File: config.mk
export PLATFORM = sky130hd
export DESIGN_NAME = mult_shift_sequencer
export DESIGN_NICKNAME = d
export VERILOG_FILES = /design/src/rtl/mips_seq_pkg.sv /design/src/rtl/mult_shift_sequencer.sv
export SDC_FILE = /design/constraint.sdc
export NUM_CORES = 1
export LEC_CHECK = 0
export ABC_AREA = 1
export CORE_ASPECT_RATIO = 1.2
export CORE_UTILIZATION = 41
export DETAILED_ROUTE_END_ITERATION = 7
export GPL_TIMING_DRIVEN = 0
export PLACE_DENSITY = 0.8
export SYNTH_ARGS = -nofsm -noshare
export SYNTH_HDL_FRONTEND = slang
export SYNTH_SLANG_ARGS = --single-unit
export TNS_END_PERCENT = 100
File: constraint.sdc
create_clock -name Clk -period 1.07 [get_ports Clk]
set_input_delay 0.107 -clock Clk [delete_from_list [all_inputs] [get_ports Clk]]
set_output_delay 0.107 -clock Clk [all_outputs]
set_load 0.05 [all_outputs]
File: src/rtl/mips_seq_pkg.sv
// Shared encodings for the MIPS multicycle sequencers: FSM states, operations,
// shift-register commands and ALUOut mux selects.
package mips_seq_pkg;

    typedef enum logic [3:0] {
        ST_IDLE    = 4'd0,
        ST_SH_LOAD = 4'd1,
        ST_SH_RUN  = 4'd2,
        ST_SH_WB   = 4'd3,
        ST_MUL_RUN = 4'd4,
        ST_MUL_HI  = 4'd5,
        ST_MUL_LO  = 4'd6,
        ST_MUL_ERR = 4'd7
    } seq_state_e;

    typedef enum logic [1:0] {
        OP_MULT = 2'b00,
        OP_SLL  = 2'b01,
        OP_SRL  = 2'b10,
        OP_SRA  = 2'b11
    } seq_op_e;

    typedef enum logic [2:0] {
        FN_NOP  = 3'b000,
        FN_LOAD = 3'b001,
        FN_SLL  = 3'b010,
        FN_SRL  = 3'b011,
        FN_SRA  = 3'b100
    } reg_funct_e;

    typedef enum logic [1:0] {
        SRC_ALU    = 2'b00,
        SRC_SHIFT  = 2'b01,
        SRC_MUL_HI = 2'b10,
        SRC_MUL_LO = 2'b11
    } alu_out_src_e;

    function automatic reg_funct_e shift_funct(input seq_op_e op);
        reg_funct_e f;
        case (op)
            OP_SLL:  f = FN_SLL;
            OP_SRL:  f = FN_SRL;
            OP_SRA:  f = FN_SRA;
            default: f = FN_NOP;
        endcase
        return f;
    endfunction

endpackage

File: src/rtl/mult_shift_sequencer.sv
// Moore sequencer for shift (done 3 cycles after start, 2 when shamt=0) and MULT
// (HI then LO write after endMult, err after MULT_TIMEOUT run cycles); start only taken in IDLE.
module mult_shift_sequencer
    import mips_seq_pkg::*;
#(
    parameter int MULT_TIMEOUT = 40
) (
    input  logic       Clk,
    input  logic       reset,
    input  logic       start,
    input  logic [1:0] op,
    input  logic [4:0] shamt,
    input  logic       endMult,
    output logic       workMult,
    output logic       REG_reset,
    output logic [2:0] REG_funct,
    output logic [4:0] REG_NumberOfShifts,
    output logic [1:0] ALUOutSrc,
    output logic       ALUOut_load,
    output logic       hi_wr,
    output logic       lo_wr,
    output logic       busy,
    output logic       done,
    output logic       err,
    output logic [3:0] StateOut
);

    localparam int CNT_W = $clog2(MULT_TIMEOUT + 1);
    localparam logic [CNT_W-1:0] WD_LAST = CNT_W'(MULT_TIMEOUT - 1);

    seq_state_e       state_q, state_d;
    seq_op_e          op_q, op_d;
    logic [4:0]       shamt_q, shamt_d;
    logic [CNT_W-1:0] wd_q, wd_d;

    always_ff @(posedge Clk) begin
        if (reset) begin
            state_q <= ST_IDLE;
            op_q    <= OP_MULT;
            shamt_q <= 5'd0;
            wd_q    <= '0;
        end else begin
            state_q <= state_d;
            op_q    <= op_d;
            shamt_q <= shamt_d;
            wd_q    <= wd_d;
        end
    end

    always_comb begin
        state_d = state_q;
        op_d    = op_q;
        shamt_d = shamt_q;
        wd_d    = wd_q;
        case (state_q)
            ST_IDLE: begin
                if (start) begin
                    op_d    = seq_op_e'(op);
                    shamt_d = shamt;
                    if (seq_op_e'(op) == OP_MULT) begin
                        state_d = ST_MUL_RUN;
                        wd_d    = '0;
                    end else begin
                        state_d = ST_SH_LOAD;
                    end
                end
            end
            ST_SH_LOAD: state_d = (shamt_q == 5'd0) ? ST_SH_WB : ST_SH_RUN;
            ST_SH_RUN:  state_d = ST_SH_WB;
            ST_SH_WB:   state_d = ST_IDLE;
            ST_MUL_RUN: begin
                wd_d = wd_q + 1'b1;
                // A completion in the last allowed cycle still wins over the watchdog.
                if (endMult) begin
                    state_d = ST_MUL_HI;
                end else if (wd_q == WD_LAST) begin
                    state_d = ST_MUL_ERR;
                end
            end
            ST_MUL_HI:  state_d = ST_MUL_LO;
            ST_MUL_LO:  state_d = ST_IDLE;
            ST_MUL_ERR: state_d = ST_IDLE;
            default:    state_d = ST_IDLE;
        endcase
    end

    always_comb begin
        workMult           = 1'b0;
        REG_reset          = 1'b0;
        REG_funct          = FN_NOP;
        REG_NumberOfShifts = 5'd0;
        ALUOutSrc          = SRC_ALU;
        ALUOut_load        = 1'b0;
        hi_wr              = 1'b0;
        lo_wr              = 1'b0;
        done               = 1'b0;
        err                = 1'b0;
        busy               = 1'b0;
        StateOut           = ST_IDLE;
        // Reset masks the registered state so an in-flight op writes nothing.
        if (reset) begin
            REG_reset = 1'b1;
        end else begin
            busy     = (state_q != ST_IDLE);
            StateOut = state_q;
            case (state_q)
                ST_SH_LOAD: REG_funct = FN_LOAD;
                ST_SH_RUN: begin
                    REG_funct          = shift_funct(op_q);
                    REG_NumberOfShifts = shamt_q;
                end
                ST_SH_WB: begin
                    ALUOutSrc   = SRC_SHIFT;
                    ALUOut_load = 1'b1;
                    done        = 1'b1;
                end
                ST_MUL_RUN: workMult = 1'b1;
                ST_MUL_HI: begin
                    ALUOutSrc   = SRC_MUL_HI;
                    ALUOut_load = 1'b1;
                    hi_wr       = 1'b1;
                end
                ST_MUL_LO: begin
                    ALUOutSrc   = SRC_MUL_LO;
                    ALUOut_load = 1'b1;
                    lo_wr       = 1'b1;
                    done        = 1'b1;
                end
                ST_MUL_ERR: begin
                    err       = 1'b1;
                    REG_reset = 1'b1;
                end
                default: ;
            endcase
        end
    end

endmodule

==> flow_summary.yaml <==
placed_design:
  hpwl_um: 2050
  buffers_on_ports: 30
  finalWeightedCongestion: 0.766
  placedInstanceArea_sq_um: 1500
grt:
  first_global_vias: 1141
  globalRouteOverflowTotal: 0
  grt_antenna_before_repair: 0
  grt_start_max_net_pins: 11
  groute.usage.overall_pct: 25.5
  first_pass_grt_wire_length_um: 5030
power_and_ir_drop:
  pwr-share-clk_pct: 15.2
  p_comb_share_pct: 56.8
  power_frac_seq_pct: 28.0
  static-leakage-power_nw: 0.790
  worst_ir_drop_vdd_mv: 1.48
  final_total_pwr_mw: 2.84
  switchingPower_mw: 1.34
  internal_power_mw: 1.49
  swShare_pct: 47.3
  power_per_cell_area_nw_per_um2: 1460
clocking:
  cts_sinks: 16
  clock_tree.htree_level_count: 1
  clk_root_buffer_cell: "clkbuf_4"
  cts_inserted_buffers: 3
  clock_slew_seen_by_the_registers_of_the_worst_setup_and_hold_paths_ns: 0.11
  cts_tree: "built"
  clk_latency_ns: 0.31
  cts_max_path_buffers: 2
finish:
  final_core_util_pct: 83.7
  register_area_sq_um: 333
  finish.net_count: 221
  number_of_antenna_cells_inserted: 0
  fill_cells: 129
  area_growth_syn_to_layout_pct: 91.6
  post_route_standard_cell_area_excluding_fillers_sq_um: 1950
  multi_input_area_sq_um: 897
  drive_gt1_share_pct: 56.3
floorplan:
  rows: 19
  core_area_sq_um: 2330
  fp.dieH_um: 56.6
  floorplan.initialDensity_pct: 43.7
  die_area_sq_um: 2690
  top_level_ports: 33
  die_width_um: 47.5
drt:
  drt-total-wl_um: 4210
  topRoutingLayerUsed: "met4"
  route.antenna.remaining_nets: 0
  m1WireLength_um: 1640
  viasPerCell: 5.54
  detailroute.wirelength.met2_um: 2170
  route.met3.wl_um: 225
  post_detailed_route_drc_marker_count: 0
  num_vias: 1314
  drt-initial-drc-count: 57
  detail_route.wl_per_cell_um: 17.8
  firstDrtPassIters: 4
job:
  count_of_maximum_capacitance_violations: 0
synth:
  cell_type_contributing_the_most_total_cell_area_after_synthesis: "dfxtp_1"
  most_used_standard_cells_in_the_synthesized_netlist: "nand2_1, nor2_1, inv_1, dfxtp_1, nand3_1"
  synth_edf_count: 0
  ys_warn_count: 0
  synth-seq-cells: 16
  netlist_area_sq_um: 1020
  avgSynthCellArea_sq_um: 6.48
  netlist_instances: 157
  nets_in_the_synthesized_netlist: 171
  synth.lib_cells_used.distinct: 24
  sequential_fraction_of_the_synthesis_area_pct: 31.5
  area_share_of_the_leading_cell_type_in_the_synthesized_netlist_pct: 31.5
  synth_top_flop_cell: "dfxtp_1"
  post-synth-top-count-cell: "nand2_1"
  post_synth_main_area_contributors: "dfxtp_1, nand2_1, nor2_1"
  async_s_r_ff_share_synth_pct: 0
setup_path:
  cp.arrival_ns: 1.52
  critPathCaptureType: "primary output"
  worst-path-max-fanout: 6
  setup.worst_path.start_class: "flop"
  critPathRequiredTime_ns: 0.96
  regToRegStartpoint: "state_q[1]$_SDFFE_PP0P_"
  reg2regPathDepth: 9
  critical_path.reg2reg.endpoint: "wd_q[0]$_SDFFE_PP0P_"
  regToRegSetupSlack_ns: -0.37
  worstSetupPathType: "reg2out"
min_path:
  worst_hold_path_type: "in2reg"
  whs_path_cells: 3
  min_delay_worst_endpoint: "op_q[0]$_SDFFE_PP0P_"
  hold_path.startpoint: "start"
timing:
  rsz0062_at_grt: "true"
  final_min_period_over_clock_period_pct: 152
  clock-skew-final_ns: 0.0152
  drv_slew: 0
  max_clock_freq_ghz: 0.616
  setup_tns_ns: -13.07
  setup_viol_count_final: 37
  whs_ns: 0.205
  hold_viol_final: 0
  period_needed_ns: 1.62
  setup_ws_ns: -0.552
status:
  failed_checks: "setup timing"
  status: "complete, but fails checks"
[metrics by stage]
| stage | setup WS (ns) | cells |
|---|---|---|
| 3_5_place_dp | -1.33 | 218 |
| 6_report | -0.552 | 237 |
| 2_1_floorplan | -0.560 | 157 |
| 3_3_place_gp | -1.27 | 218 |
| 4_1_cts | -0.451 | 230 |
| 5_1_grt | -0.581 | 237 |
[worst max-delay path, stage by stage (launching register included)]
cell,delay [ns]
dfxtp_2,0.34
buf_8,0.14
inv_8,0.07
nand4_1,0.24
o21ai_4,0.17
buf_6,0.12
buf_8,0.13
[layout make-up]
type,instances,share of cell area (%)
plain buffers,7,3.21
multi-input cells,114,46.0
repair buffers,45,25.1
clock buffers,4,1.86
flip-flops and latches,16,17.1
well taps,31,1.99
inverters,20,4.75
[layer usage]
layer,GRT usage (%),vias to the layer above
li1,-,597
met4,10.2,0
met5,0,-
met3,4.18,22
met2,42.5,61
met1,30.8,634
[power by group through the flow]
| stage | clock network [mW] | registers, mW | logic, mW |
|---|---|---|---|
| 3_5_place_dp | 0 | 0.755 | 1.01 |
| 3_3_place_gp | 0 | 0.751 | 0.997 |
| 4_1_cts | 0.426 | 0.750 | 1.26 |
| 5_1_grt | 0.459 | 0.800 | 1.69 |
| 6_report | 0.432 | 0.794 | 1.61 |
| 2_1_floorplan | 0 | 0.740 | 0.789 |
[cells by family (layout without fill, tap and decap cells)]
logic type,after synthesis,after routing,share of synthesized area [%]
buffers and inverters,27,76,11.6
and+or+nand+nor,87,87,40.0
adders and majority gates,3,3,3.69
AOI/OAI and AO/OA,22,22,12.1
xor gates and xnor gates,1,1,0.861
other,1,1,0.369
DFF,16,16,31.5
[cells in the final DEF, fill, tap and decap left out, types with 2 or more instances in the layout]
master / instances
buf_4: 12
nor2_1: 7
nand2_4: 8
buf_8: 9
clkbuf_4: 3
inv_4: 2
o21ai_2: 2
buf_2: 2
a21oi_2: 7
o21ai_1: 2
ha_1: 2
nor2_2: 3
nor2_4: 19
a21oi_1: 7
inv_1: 15
nand3_1: 11
nand2_8: 2
nand2_1: 20
nand3_2: 4
dfxtp_4: 2
nand4_1: 2
dfxtp_2: 4
clkdlybuf4s50_1: 8
dfxtp_1: 10
buf_6: 20
nand2_2: 7
[flip-flops by register name, indices dropped and copies added, names as in the netlist]
signal	flops
op_q	2
shamt_q	5
state_q	3
wd_q	6
[timing repair]
| item | 4_1_cts | 5_1_grt |
|---|---|---|
| pin swaps | 9 | 8 |
| setup buffers | 8 | 8 |
| resized for setup | 178 | 43 |
| setup endpoints to repair | 37 | 37 |
| hold buffers | 0 | 0 |
[worst max path at each step]
| stage | to | startpoint | slack [ns] | depth (start not counted) |
|---|---|---|---|---|
| 4_1_cts | REG_NumberOfShifts[0] | state_q[2]$_SDFFE_PP0P_ | -0.45 | 5 |
| 6_report | ALUOutSrc[0] | state_q[2]$_SDFFE_PP0P_ | -0.55 | 6 |
| 3_3_place_gp | ALUOutSrc[0] | reset | -1.27 | 7 |
| 2_1_floorplan | ALUOutSrc[0] | state_q[2]$_SDFFE_PP0P_ | -0.56 | 6 |
| 5_1_grt | ALUOutSrc[0] | state_q[2]$_SDFFE_PP0P_ | -0.58 | 6 |
| 3_5_place_dp | ALUOutSrc[0] | reset | -1.33 | 7 |
Note: power is estimated with default switching activity, not from simulation.
